==> config.mk <==
export PLATFORM = sky130hd
export DESIGN_NAME = core_mem_access
export DESIGN_NICKNAME = d
export VERILOG_FILES = /design/src/rtl/core_mem_pkg.sv /design/src/rtl/core_mem_align.sv /design/src/rtl/core_mem_access.sv
export SDC_FILE = /design/constraint.sdc
export NUM_CORES = 1
export LEC_CHECK = 0
export CAP_MARGIN = 25
export CORE_AREA = 2 2 136 138
export DETAILED_ROUTE_END_ITERATION = 12
export DIE_AREA = 0 0 138 140
export HOLD_SLACK_MARGIN = 0.03
export PLACE_DENSITY_LB_ADDON = 0.3
export SYNTH_ARGS = -nofsm -noshare
export SYNTH_HDL_FRONTEND = slang
export SYNTH_SLANG_ARGS = --single-unit
==> constraint.sdc <==
create_clock -name wb_clk_i -period 6.7 [get_ports wb_clk_i]
set_input_delay 0.67 -clock wb_clk_i [delete_from_list [all_inputs] [get_ports wb_clk_i]]
set_output_delay 0.67 -clock wb_clk_i [all_outputs]
set_load 0.03 [all_outputs]
==> src/rtl/core_mem_pkg.sv <==
// core_mem_pkg: shared definitions for the core_mem_access load/store front end.
//   - request size encodings
//   - FSM state type
//   - lane-mask constants and the size -> base mask helper
package core_mem_pkg;

    localparam logic [1:0] SIZE_BYTE    = 2'd0;
    localparam logic [1:0] SIZE_HALF    = 2'd1;
    localparam logic [1:0] SIZE_WORD    = 2'd2;
    localparam logic [1:0] SIZE_ILLEGAL = 2'd3;

    // 7-bit masks so a word access at offset 3 still fits after the shift.
    localparam logic [6:0] MASK_BYTE = 7'b000_0001;
    localparam logic [6:0] MASK_HALF = 7'b000_0011;
    localparam logic [6:0] MASK_WORD = 7'b000_1111;

    typedef enum logic [2:0] {
        ST_IDLE,
        ST_ISSUE,
        ST_WAIT,
        ST_ISSUE2,
        ST_WAIT2,
        ST_RESP
    } state_e;

    function automatic logic [6:0] lane_mask(input logic [1:0] size);
        case (size)
            SIZE_BYTE: lane_mask = MASK_BYTE;
            SIZE_HALF: lane_mask = MASK_HALF;
            SIZE_WORD: lane_mask = MASK_WORD;
            default:   lane_mask = 7'b000_0000;
        endcase
    endfunction

endpackage

==> src/rtl/core_mem_align.sv <==
// core_mem_align: combinational lane logic for core_mem_access.
//   off_i     byte offset within the word
//   size_i    access size encoding
//   signed_i  sign-extend the load result
//   wdata_i   right-justified store data
//   low_i     first (lower) read word
//   high_i    second (upper) read word, zero when the access is not split
//   mask_o    7-bit byte-lane mask spanning two words
//   data64_o  store data positioned across two words
//   split_o   access needs a second transfer
//   rdata_o   recombined, extended load result
module core_mem_align
    import core_mem_pkg::*;
(
    input  logic [1:0]  off_i,
    input  logic [1:0]  size_i,
    input  logic        signed_i,
    input  logic [31:0] wdata_i,
    input  logic [31:0] low_i,
    input  logic [31:0] high_i,
    output logic [6:0]  mask_o,
    output logic [63:0] data64_o,
    output logic        split_o,
    output logic [31:0] rdata_o
);

    logic [5:0]  shamt;
    logic [31:0] shifted;

    assign shamt    = {off_i, 3'b000};
    assign mask_o   = lane_mask(size_i) << off_i;
    assign data64_o = {32'h0, wdata_i} << shamt;
    assign split_o  = |mask_o[6:4];
    assign shifted  = 32'({high_i, low_i} >> shamt);

    always_comb begin
        rdata_o = 32'h0;
        case (size_i)
            SIZE_BYTE: rdata_o = signed_i ? {{24{shifted[7]}}, shifted[7:0]}
                                          : {24'h0, shifted[7:0]};
            SIZE_HALF: rdata_o = signed_i ? {{16{shifted[15]}}, shifted[15:0]}
                                          : {16'h0, shifted[15:0]};
            SIZE_WORD: rdata_o = shifted;
            default:   rdata_o = 32'h0;
        endcase
    end

endmodule

==> src/rtl/core_mem_access.sv <==
// core_mem_access: load/store front end of the ExperiarCore data path.
// Converts byte/half/word requests at any byte address into word-aligned
// single transfers; accesses straddling a word boundary become two
// back-to-back transfers. Load data is recombined and extended.
//   wb_clk_i / wb_rst_n_i          clock, async active-low reset
//   req_*                          core request (valid/ready handshake)
//   rsp_valid_o/rdata_o/error_o    one-cycle response
//   wbAddress..wbDataWrite         transfer request to the master interface
//   wbDataRead, wbBusy             transfer completion from the master
module core_mem_access
    import core_mem_pkg::*;
(
    input  logic        wb_clk_i,
    input  logic        wb_rst_n_i,
    input  logic        req_valid_i,
    output logic        req_ready_o,
    input  logic        req_write_i,
    input  logic [27:0] req_addr_i,
    input  logic [1:0]  req_size_i,
    input  logic        req_signed_i,
    input  logic [31:0] req_wdata_i,
    output logic        rsp_valid_o,
    output logic [31:0] rsp_rdata_o,
    output logic        rsp_error_o,
    output logic [27:0] wbAddress,
    output logic [3:0]  wbByteSelect,
    output logic        wbEnable,
    output logic        wbWriteEnable,
    output logic [31:0] wbDataWrite,
    input  logic [31:0] wbDataRead,
    input  logic        wbBusy
);

    state_e      state_q;
    logic        write_q;
    logic [1:0]  off_q;
    logic [1:0]  size_q;
    logic        signed_q;
    logic [31:0] wdata_q;
    logic [31:0] low_q;

    logic [27:0] wb_addr_q;
    logic [3:0]  wb_sel_q;
    logic        wb_en_q;
    logic        wb_we_q;
    logic [31:0] wb_dw_q;
    logic        rsp_valid_q;
    logic [31:0] rsp_rdata_q;
    logic        rsp_error_q;

    logic [1:0]  al_off;
    logic [1:0]  al_size;
    logic        al_signed;
    logic [31:0] al_wdata;
    logic [31:0] al_low;
    logic [31:0] al_high;
    logic [6:0]  al_mask;
    logic [63:0] al_data64;
    logic        al_split;
    logic [31:0] al_rdata;

    // In IDLE the lane logic looks at the incoming request so the first
    // transfer can be registered on the accept edge; afterwards it uses the
    // latched fields. In WAIT2 the low word comes from the buffer and the
    // high word straight from the bus; otherwise the bus word is the low word.
    always_comb begin
        al_off    = off_q;
        al_size   = size_q;
        al_signed = signed_q;
        al_wdata  = wdata_q;
        al_low    = wbDataRead;
        al_high   = 32'h0;
        if (state_q == ST_IDLE) begin
            al_off    = req_addr_i[1:0];
            al_size   = req_size_i;
            al_signed = req_signed_i;
            al_wdata  = req_wdata_i;
        end
        if (state_q == ST_WAIT2) begin
            al_low  = low_q;
            al_high = wbDataRead;
        end
    end

    core_mem_align u_align (
        .off_i    (al_off),
        .size_i   (al_size),
        .signed_i (al_signed),
        .wdata_i  (al_wdata),
        .low_i    (al_low),
        .high_i   (al_high),
        .mask_o   (al_mask),
        .data64_o (al_data64),
        .split_o  (al_split),
        .rdata_o  (al_rdata)
    );

    always_ff @(posedge wb_clk_i or negedge wb_rst_n_i) begin
        if (!wb_rst_n_i) begin
            state_q     <= ST_IDLE;
            write_q     <= 1'b0;
            off_q       <= 2'b0;
            size_q      <= 2'b0;
            signed_q    <= 1'b0;
            wdata_q     <= 32'h0;
            low_q       <= 32'h0;
            wb_addr_q   <= 28'h0;
            wb_sel_q    <= 4'h0;
            wb_en_q     <= 1'b0;
            wb_we_q     <= 1'b0;
            wb_dw_q     <= 32'h0;
            rsp_valid_q <= 1'b0;
            rsp_rdata_q <= 32'h0;
            rsp_error_q <= 1'b0;
        end else begin
            case (state_q)
                ST_IDLE: begin
                    if (req_valid_i) begin
                        write_q  <= req_write_i;
                        off_q    <= req_addr_i[1:0];
                        size_q   <= req_size_i;
                        signed_q <= req_signed_i;
                        wdata_q  <= req_wdata_i;
                        if (req_size_i == SIZE_ILLEGAL) begin
                            state_q     <= ST_RESP;
                            rsp_valid_q <= 1'b1;
                            rsp_error_q <= 1'b1;
                            rsp_rdata_q <= 32'h0;
                        end else begin
                            state_q   <= ST_ISSUE;
                            wb_en_q   <= 1'b1;
                            wb_addr_q <= {req_addr_i[27:2], 2'b00};
                            wb_sel_q  <= al_mask[3:0];
                            wb_we_q   <= req_write_i;
                            wb_dw_q   <= al_data64[31:0];
                        end
                    end
                end
                ST_ISSUE: begin
                    wb_en_q <= 1'b0;
                    state_q <= ST_WAIT;
                end
                ST_WAIT: begin
                    if (!wbBusy) begin
                        low_q <= wbDataRead;
                        if (al_split) begin
                            // Address wraps naturally in 28 bits.
                            state_q   <= ST_ISSUE2;
                            wb_en_q   <= 1'b1;
                            wb_addr_q <= wb_addr_q + 28'd4;
                            wb_sel_q  <= {1'b0, al_mask[6:4]};
                            wb_dw_q   <= al_data64[63:32];
                        end else begin
                            state_q     <= ST_RESP;
                            rsp_valid_q <= 1'b1;
                            rsp_rdata_q <= write_q ? 32'h0 : al_rdata;
                        end
                    end
                end
                ST_ISSUE2: begin
                    wb_en_q <= 1'b0;
                    state_q <= ST_WAIT2;
                end
                ST_WAIT2: begin
                    if (!wbBusy) begin
                        state_q     <= ST_RESP;
                        rsp_valid_q <= 1'b1;
                        rsp_rdata_q <= write_q ? 32'h0 : al_rdata;
                    end
                end
                ST_RESP: begin
                    state_q     <= ST_IDLE;
                    rsp_valid_q <= 1'b0;
                    rsp_rdata_q <= 32'h0;
                    rsp_error_q <= 1'b0;
                end
                default: state_q <= ST_IDLE;
            endcase
        end
    end

    assign req_ready_o   = (state_q == ST_IDLE);
    assign rsp_valid_o   = rsp_valid_q;
    assign rsp_rdata_o   = rsp_rdata_q;
    assign rsp_error_o   = rsp_error_q;
    assign wbAddress     = wb_addr_q;
    assign wbByteSelect  = wb_sel_q;
    assign wbEnable      = wb_en_q;
    assign wbWriteEnable = wb_we_q;
    assign wbDataWrite   = wb_dw_q;

endmodule

==> run_results.csv, run 1 <==
group,metric,value,unit
setup_path,reg2reg_slack,2160,ps
setup_path,path_max_fanout,25,
cts,cts-root-buf,"clkbuf_16",
sta,fin_ws,2163,ps
drt,top_layer,"met5",
floorplanning,rows,49,
synth,synth_seq_cells,171,
setup_path,critPathLaunchType,"flip-flop",
power,finalPower,7.193,mW
sta,period_minus_slack,4537,ps
synth,synthTopCellsByArea,"dfrtp_1, mux2_2, mux2i_1",
sta,period_share,0.6771,
sta,clock.fmax,220.4,MHz
setup_path,crit_chain,"nor3_4, mux2i_1, ha_1, inv_1, a21oi_1, o31ai_4, nand2_1, buf_4, o21ai_0, a22o_1",
floorplanning,io_pins,201,
floorplanning,core,17780,um2
drt,wl_met2,13.20,mm
sta,setup_tns,0,ps
cts,ctsLongestPathBuffers,2,
setup_path,cp-startpoint,"state_q[0]$_DFFE_PN0P_",
setup_path,cp-end-kind,"flip-flop",
sta,worstMarginPinSlew,1008,ps
cells_and_area,drive_gt1_frac,0.1298,
setup_path,timing_worst_setup_path_type,"flip-flop to flip-flop",
place,gp_congestion,0.9532,
cells_and_area,fillers,1309,
cts,clock_latency,440,ps
synth,ys_async_sr_fraction,1.000,
synth,yosysSeqAreaShare,0.4256,
power,power_density,565.8,nW/um2
sta,fin_worst_skew,11.13,ps
global_route,grt_max_degree,106,
setup_path,crit_required,7020,ps
synth,synth_cell_type_count,66,
setup_path,r2r-start,"state_q[0]$_DFFE_PN0P_",
power,cellLeakagePower,5.255,nW
setup_path,endpoint,"wbAddress[9]$_DFFE_PN0P_",
global_route,gr-usage-all-layers,0.2987,
global_route,grt_pass1_vias,8377,
synth,synth.avg_cell_area,9.781,um2
sta,whs,130.4,ps
drt,route.detailed.wl_per_inst,20.62,um
floorplanning,fp.dieH,140,um
floorplanning,start_util,0.5655,
drt,viasPerCell,6.353,
cts,cts_made_buffers,17,
synth,synth_ff_type,"dfrtp_1",
place,io_buffers,198,
global_route,grt_first_pass_wirelength,46.31,mm
setup_path,rr_endpoint,"wbAddress[9]$_DFFE_PN0P_",
sta,rsz0062_at_grt,"false",
synth,syn_area,10050,um2
cts,cts_tree,"yes",
synth,synth_edf_count,0,
cts,cts_setup_buffers,0,
status,status,"completed",
cts,ctsResizeCount,0,
synth,synth_common_cells,"dfrtp_1, nand2_1, mux2i_1",
global_route,overflow,0,
power,vdd_drop_max,0.0003222,V
synth,yosysTopAreaCellShare,0.4256,
floorplanning,die_w,138,um
setup_path,cp_slowest_stage_delay,750,ps
setup_path,crit_arrival,4860,ps
setup_path,path_depth,10,
drt,ant_nets,0,
place,place_hpwl,20.44,mm
cts,cts_hold_buf,0,
run,maxCapViolCount,0,
synth,synth.most_common_cell,"dfrtp_1",
sta,drv_slew,0,
place,pre_cts_ws,2321,ps
drt,first_pass_iters,6,
synth,postSynthCellCount,1028,
drt,wl_met3,2.815,mm
setup_path,worst-path-buf-inv,2,
sta,max_slew_margin,0.3279,
drt,drt_iter0_markers,1211,
synth,synth.largest_area_cell,"dfrtp_1",
drt,m1WireLength,12.60,mm
cells_and_area,area_growth,26.44,%
drt,wirelength,29.34,mm
floorplanning,dieArea,19320,um2
cts,numClockSinks,171,
drt,vias,9040,
sta,setup_viol,0,
setup_path,slowest_stage,"nor3_4",
cells_and_area,diodes,0,
drt,drc,0,
setup_path,critical_path.top_delay_family,"simple AND/OR/NAND/NOR gates",
sta,hold_viol,0,
cells_and_area,fin_nets,1288,
synth,yosysWarnings,0,
worst_hold_path,min_path_type,"input port to async pin",
cts,htree_levels,4,
cts,clkTransAtPathRegs,70,ps
global_route,antenna_found_initial,1,
cells_and_area,utilization,0.7151,
setup_path,r2r_cells,10,
through the flow:
| stage | std cells | instance area (um2) |
|---|---|---|
| finish | 1423 | 12710 |
| global placement | 1388 | 12050 |
| detailed placement | 1390 | 12080 |
| CTS | 1421 | 12670 |
| global route | 1423 | 12710 |
| floorplan | 1029 | 10060 |
worst min-delay path by stage:
stage / slack, ps / endpoint / cells after the start / from
6_report: 130 / wbAddress[17]$_DFFE_PN0P_ / 1 / wb_rst_n_i
5_1_grt: 140 / wbAddress[17]$_DFFE_PN0P_ / 1 / wb_rst_n_i
4_1_cts: 400 / wbAddress[17]$_DFFE_PN0P_ / 1 / wb_rst_n_i
3_5_place_dp: 470 / wbDataWrite[7]$_DFFE_PN0P_ / 2 / wbDataWrite[7]$_DFFE_PN0P_
3_3_place_gp: 460 / wbDataWrite[7]$_DFFE_PN0P_ / 2 / wbDataWrite[7]$_DFFE_PN0P_
2_1_floorplan: 370 / low_q[0]$_DFFE_PN0P_ / 0 / wb_rst_n_i
routing by layer:
metal	up-vias	track usage
met1	4360	0.4362
met4	2	0.09076
li1	4103	-
met5	-	0
met3	62	0.07043
met2	513	0.4458
layout by cell type, fill, tap and decap left out, drive strengths merged, types with 5 or more instances in the layout:
cell,netlist,layout
nand4,6,6
a22o,8,8
a21oi,81,81
and3,14,14
and2,7,7
nor2b,27,27
o31ai,16,16
ha,6,6
a221o,23,23
o22ai,31,31
clkdlybuf4s50,0,197
buf,43,19
clkbuf,39,19
nand2b,6,6
a2bb2oi,17,17
clkinvlp,0,5
nor2,59,59
mux2,84,84
nor3,9,9
inv,12,14
a221oi,9,9
a31oi,7,7
dfrtp,171,171
o21ai,62,62
mux2i,88,88
nand3,20,20
a211oi,26,26
nand2,117,117
state kept, by name (all words and copies together), names as in the netlist, 2 cells and up:
| signal | flops |
|---|---|
| state_q | 3 |
| wbByteSelect | 4 |
| wbDataWrite | 32 |
| size_q | 2 |
| off_q | 2 |
| rsp_rdata_o | 32 |
| wbAddress | 26 |
| low_q | 32 |
| wdata_q | 32 |
cell type report:
cell class	count	area (um2)	share of cell area
clock inverters	12	141.4	0.01112
flip-flops and latches	171	4279	0.3366
clock buffers	19	442.9	0.03484
repair buffers	216	2163	0.1702
well taps	229	286.5	0.02254
multi-input cells	764	5355	0.4212
inverters	12	45.04	0.003543
where the power goes:
part | total [mW] | switching [mW] | internal, mW | leakage, nW
combinational | 4.30 | 2.58 | 1.72 | 2.89
sequential | 1.90 | 0.403 | 1.50 | 2.10
clock | 0.990 | 0.429 | 0.560 | 0.268
total | 7.19 | 3.42 | 3.78 | 5.26
logic make-up after synthesis:
logic type,Yosys count,share of synthesized area
AOI/OAI and AO/OA,304,0.2064
other,1,0.0003730
adders and majority gates,6,0.007466
buffers and inverters,94,0.04480
muxes,172,0.1837
DFF,171,0.4256
and+or+nand+nor,280,0.1317
Note: power is estimated with default switching activity, not from simulation.
==> run 2, diff against run 1 <==
--- a/config.mk
+++ b/config.mk
@@ -6,9 +6,9 @@
 export NUM_CORES = 1
 export LEC_CHECK = 0
 export CAP_MARGIN = 25
-export CORE_AREA = 2 2 136 138
+export CORE_AREA = 2 2 148 150
 export DETAILED_ROUTE_END_ITERATION = 12
-export DIE_AREA = 0 0 138 140
+export DIE_AREA = 0 0 150 152
 export HOLD_SLACK_MARGIN = 0.03
 export PLACE_DENSITY_LB_ADDON = 0.3
 export SYNTH_ARGS = -nofsm -noshare
==> constraint.sdc (replaced) <==
create_clock -name wb_clk_i -period 3.7 [get_ports wb_clk_i]
set_input_delay 0.37 -clock wb_clk_i [delete_from_list [all_inputs] [get_ports wb_clk_i]]
set_output_delay 0.37 -clock wb_clk_i [all_outputs]
set_load 0.03 [all_outputs]
==> run 2 against run 1 <==
Net effect: worst setup slack worse by 1700 ps; clock power up 76%; register-to-register slack worse by 1700 ps; sequential power up 76%; die area up 18%; largest power group unchanged.
==> run_results.csv, run 2 (synthesis gave the netlist of run 1 again) <==
group,metric,value,unit
status,status,"completed",
place,io_buffers,198,
drt,wl_met2,13.19,mm
cts,htree_levels,4,
cts,clock_latency,430,ps
setup_path,crit_arrival,3520,ps
cts,cts_made_buffers,17,
place,place_hpwl,20.85,mm
power,finalPower,12.93,mW
setup_path,timing_worst_setup_path_type,"flip-flop to flip-flop",
sta,hold_viol,0,
floorplanning,start_util,0.4709,
cells_and_area,fin_cells,1485,
run,maxCapViolCount,0,
global_route,grt_max_degree,98,
cells_and_area,fillers,1856,
sta,rsz0062_at_grt,"false",
drt,route.detailed.wl_per_inst,19.62,um
sta,whs,481.8,ps
sta,clock.fmax,312.6,MHz
power,vdd_drop_max,0.0005728,V
cells_and_area,utilization,0.6010,
global_route,gr-usage-all-layers,0.2542,
drt,viasPerCell,5.947,
power,cellLeakagePower,5.301,nW
drt,wirelength,29.13,mm
setup_path,path_max_fanout,45,
floorplanning,rows,54,
drt,ant_nets,0,
cells_and_area,area_growth,27.61,%
place,gp_congestion,0.8966,
cts,cts-root-buf,"clkbuf_16",
worst_hold_path,min_path_type,"flip-flop to flip-flop",
place,dp_cells,1452,
sta,drv_slew,0,
floorplanning,fp.dieH,152,um
sta,fin_worst_skew,13.24,ps
cells_and_area,final_common_cell,"clkdlybuf4s50_1",
global_route,antenna_found_initial,1,
setup_path,cp-end-kind,"flip-flop",
floorplanning,dieArea,22800,um2
sta,setup_viol,0,
sta,period_share,0.8645,
drt,drc,0,
global_route,overflow,0,
cts,ctsResizeCount,0,
power,power_density,1008,nW/um2
setup_path,critPathLaunchType,"flip-flop",
drt,wl_met3,2.105,mm
sta,max_slew_margin,0.3869,
cells_and_area,mostFrequentLayoutCells,"clkdlybuf4s50_1, dfrtp_1, nand2_1",
floorplanning,core,21350,um2
drt,drt_iter0_markers,758,
sta,period_minus_slack,3198,ps
sta,worstMarginPinSlew,916.3,ps
drt,m1WireLength,13.40,mm
setup_path,crit_required,4020,ps
cells_and_area,drive_gt1_frac,0.1362,
drt,vias,8831,
floorplanning,io_pins,201,
sta,setup_tns,0,ps
drt,first_pass_iters,5,
cts,cts_tree,"yes",
cts,numClockSinks,171,
global_route,grt_pass1_vias,8179,
drt,top_layer,"met4",
cts,ctsLongestPathBuffers,2,
floorplanning,die_w,150,um
cells_and_area,fin_nets,1298,
cts,clkTransAtPathRegs,70,ps
global_route,grt_first_pass_wirelength,45.74,mm
==> run 2: cell count changes in the layout (fill, tap and decap cells not counted), sizes merged <==
cell	previous run	this run
dlygate4sd3	0	1
buf	19	28
inv	14	17
clkinvlp	5	3
clkbuf	19	18
clkinv	3	4
diode	0	1
bufinv	2	1
==> run 2: worst paths after layout <==
| check | startpoint | to | slack [ps] | cells after the start |
|---|---|---|---|---|
| max in group asynchronous | wb_rst_n_i | low_q[15]$_DFFE_PN0P_ | 2180 | 3 |
| min in group asynchronous | wb_rst_n_i | wbAddress[10]$_DFFE_PN0P_ | 520 | 2 |
| worst min register to register | rsp_rdata_o[5]$_DFFE_PN0P_ | rsp_rdata_o[5]$_DFFE_PN0P_ | 480 | 2 |
| worst max register to register | state_q[0]$_DFFE_PN0P_ | wbAddress[9]$_DFFE_PN0P_ | 500 | 10 |
| worst max-delay path | state_q[0]$_DFFE_PN0P_ | wbAddress[9]$_DFFE_PN0P_ | 500 | 10 |
| worst min-delay path | rsp_rdata_o[5]$_DFFE_PN0P_ | rsp_rdata_o[5]$_DFFE_PN0P_ | 480 | 2 |
==> run 2: per-stage QoR <==
stage               setup slack, ps  area, um2
finish                        501.5      12830
global route                  208.6      12830
CTS                           534.1      12830
detailed placement            449.6      12250
global placement              554.4      12250
floorplan                     26.53      10060
==> run 2: timing repair <==
| action | CTS | global route |
|---|---|---|
| setup buffers | 0 | 0 |
| hold buffers | 1 | 0 |
| setup endpoints to repair | 0 | 0 |
| endpoints found under the hold margin | 74 | 0 |
==> run 2: area by class of cell <==
class	count	area, um2	share of cell area
Antenna cell	1	2.502	0.0001950
Clock buffer	18	429.2	0.03345
Clock inverter	13	136.4	0.01063
Inverter	12	45.04	0.003510
Multi-Input combinational cell	764	5355	0.4174
Sequential cell	171	4279	0.3335
Tap cell	280	350.3	0.02730
Timing Repair Buffer	226	2233	0.1741
==> run 2: worst max-delay path, cell delays in order (launching register included) <==
cell	delay [ps]
dfrtp_1	410
nor3_4	310
mux2i_1	440
ha_1	310
inv_1	110
a21oi_1	380
o31ai_4	170
nand2_1	110
buf_4	430
o21ai_0	170
a22o_1	250
==> run 2: layer usage <==
metal | GRT usage | up-vias
met5 | 0 | -
met2 | 0.3714 | 341
met4 | 0.06110 | 0
li1 | - | 4140
met3 | 0.04384 | 27
met1 | 0.3922 | 4323
==> run 2: power breakdown <==
part | switching, mW | internal, mW | total [mW]
registers | 0.621 | 2.72 | 3.34
clock network | 0.799 | 0.943 | 1.74
logic | 4.69 | 3.16 | 7.85
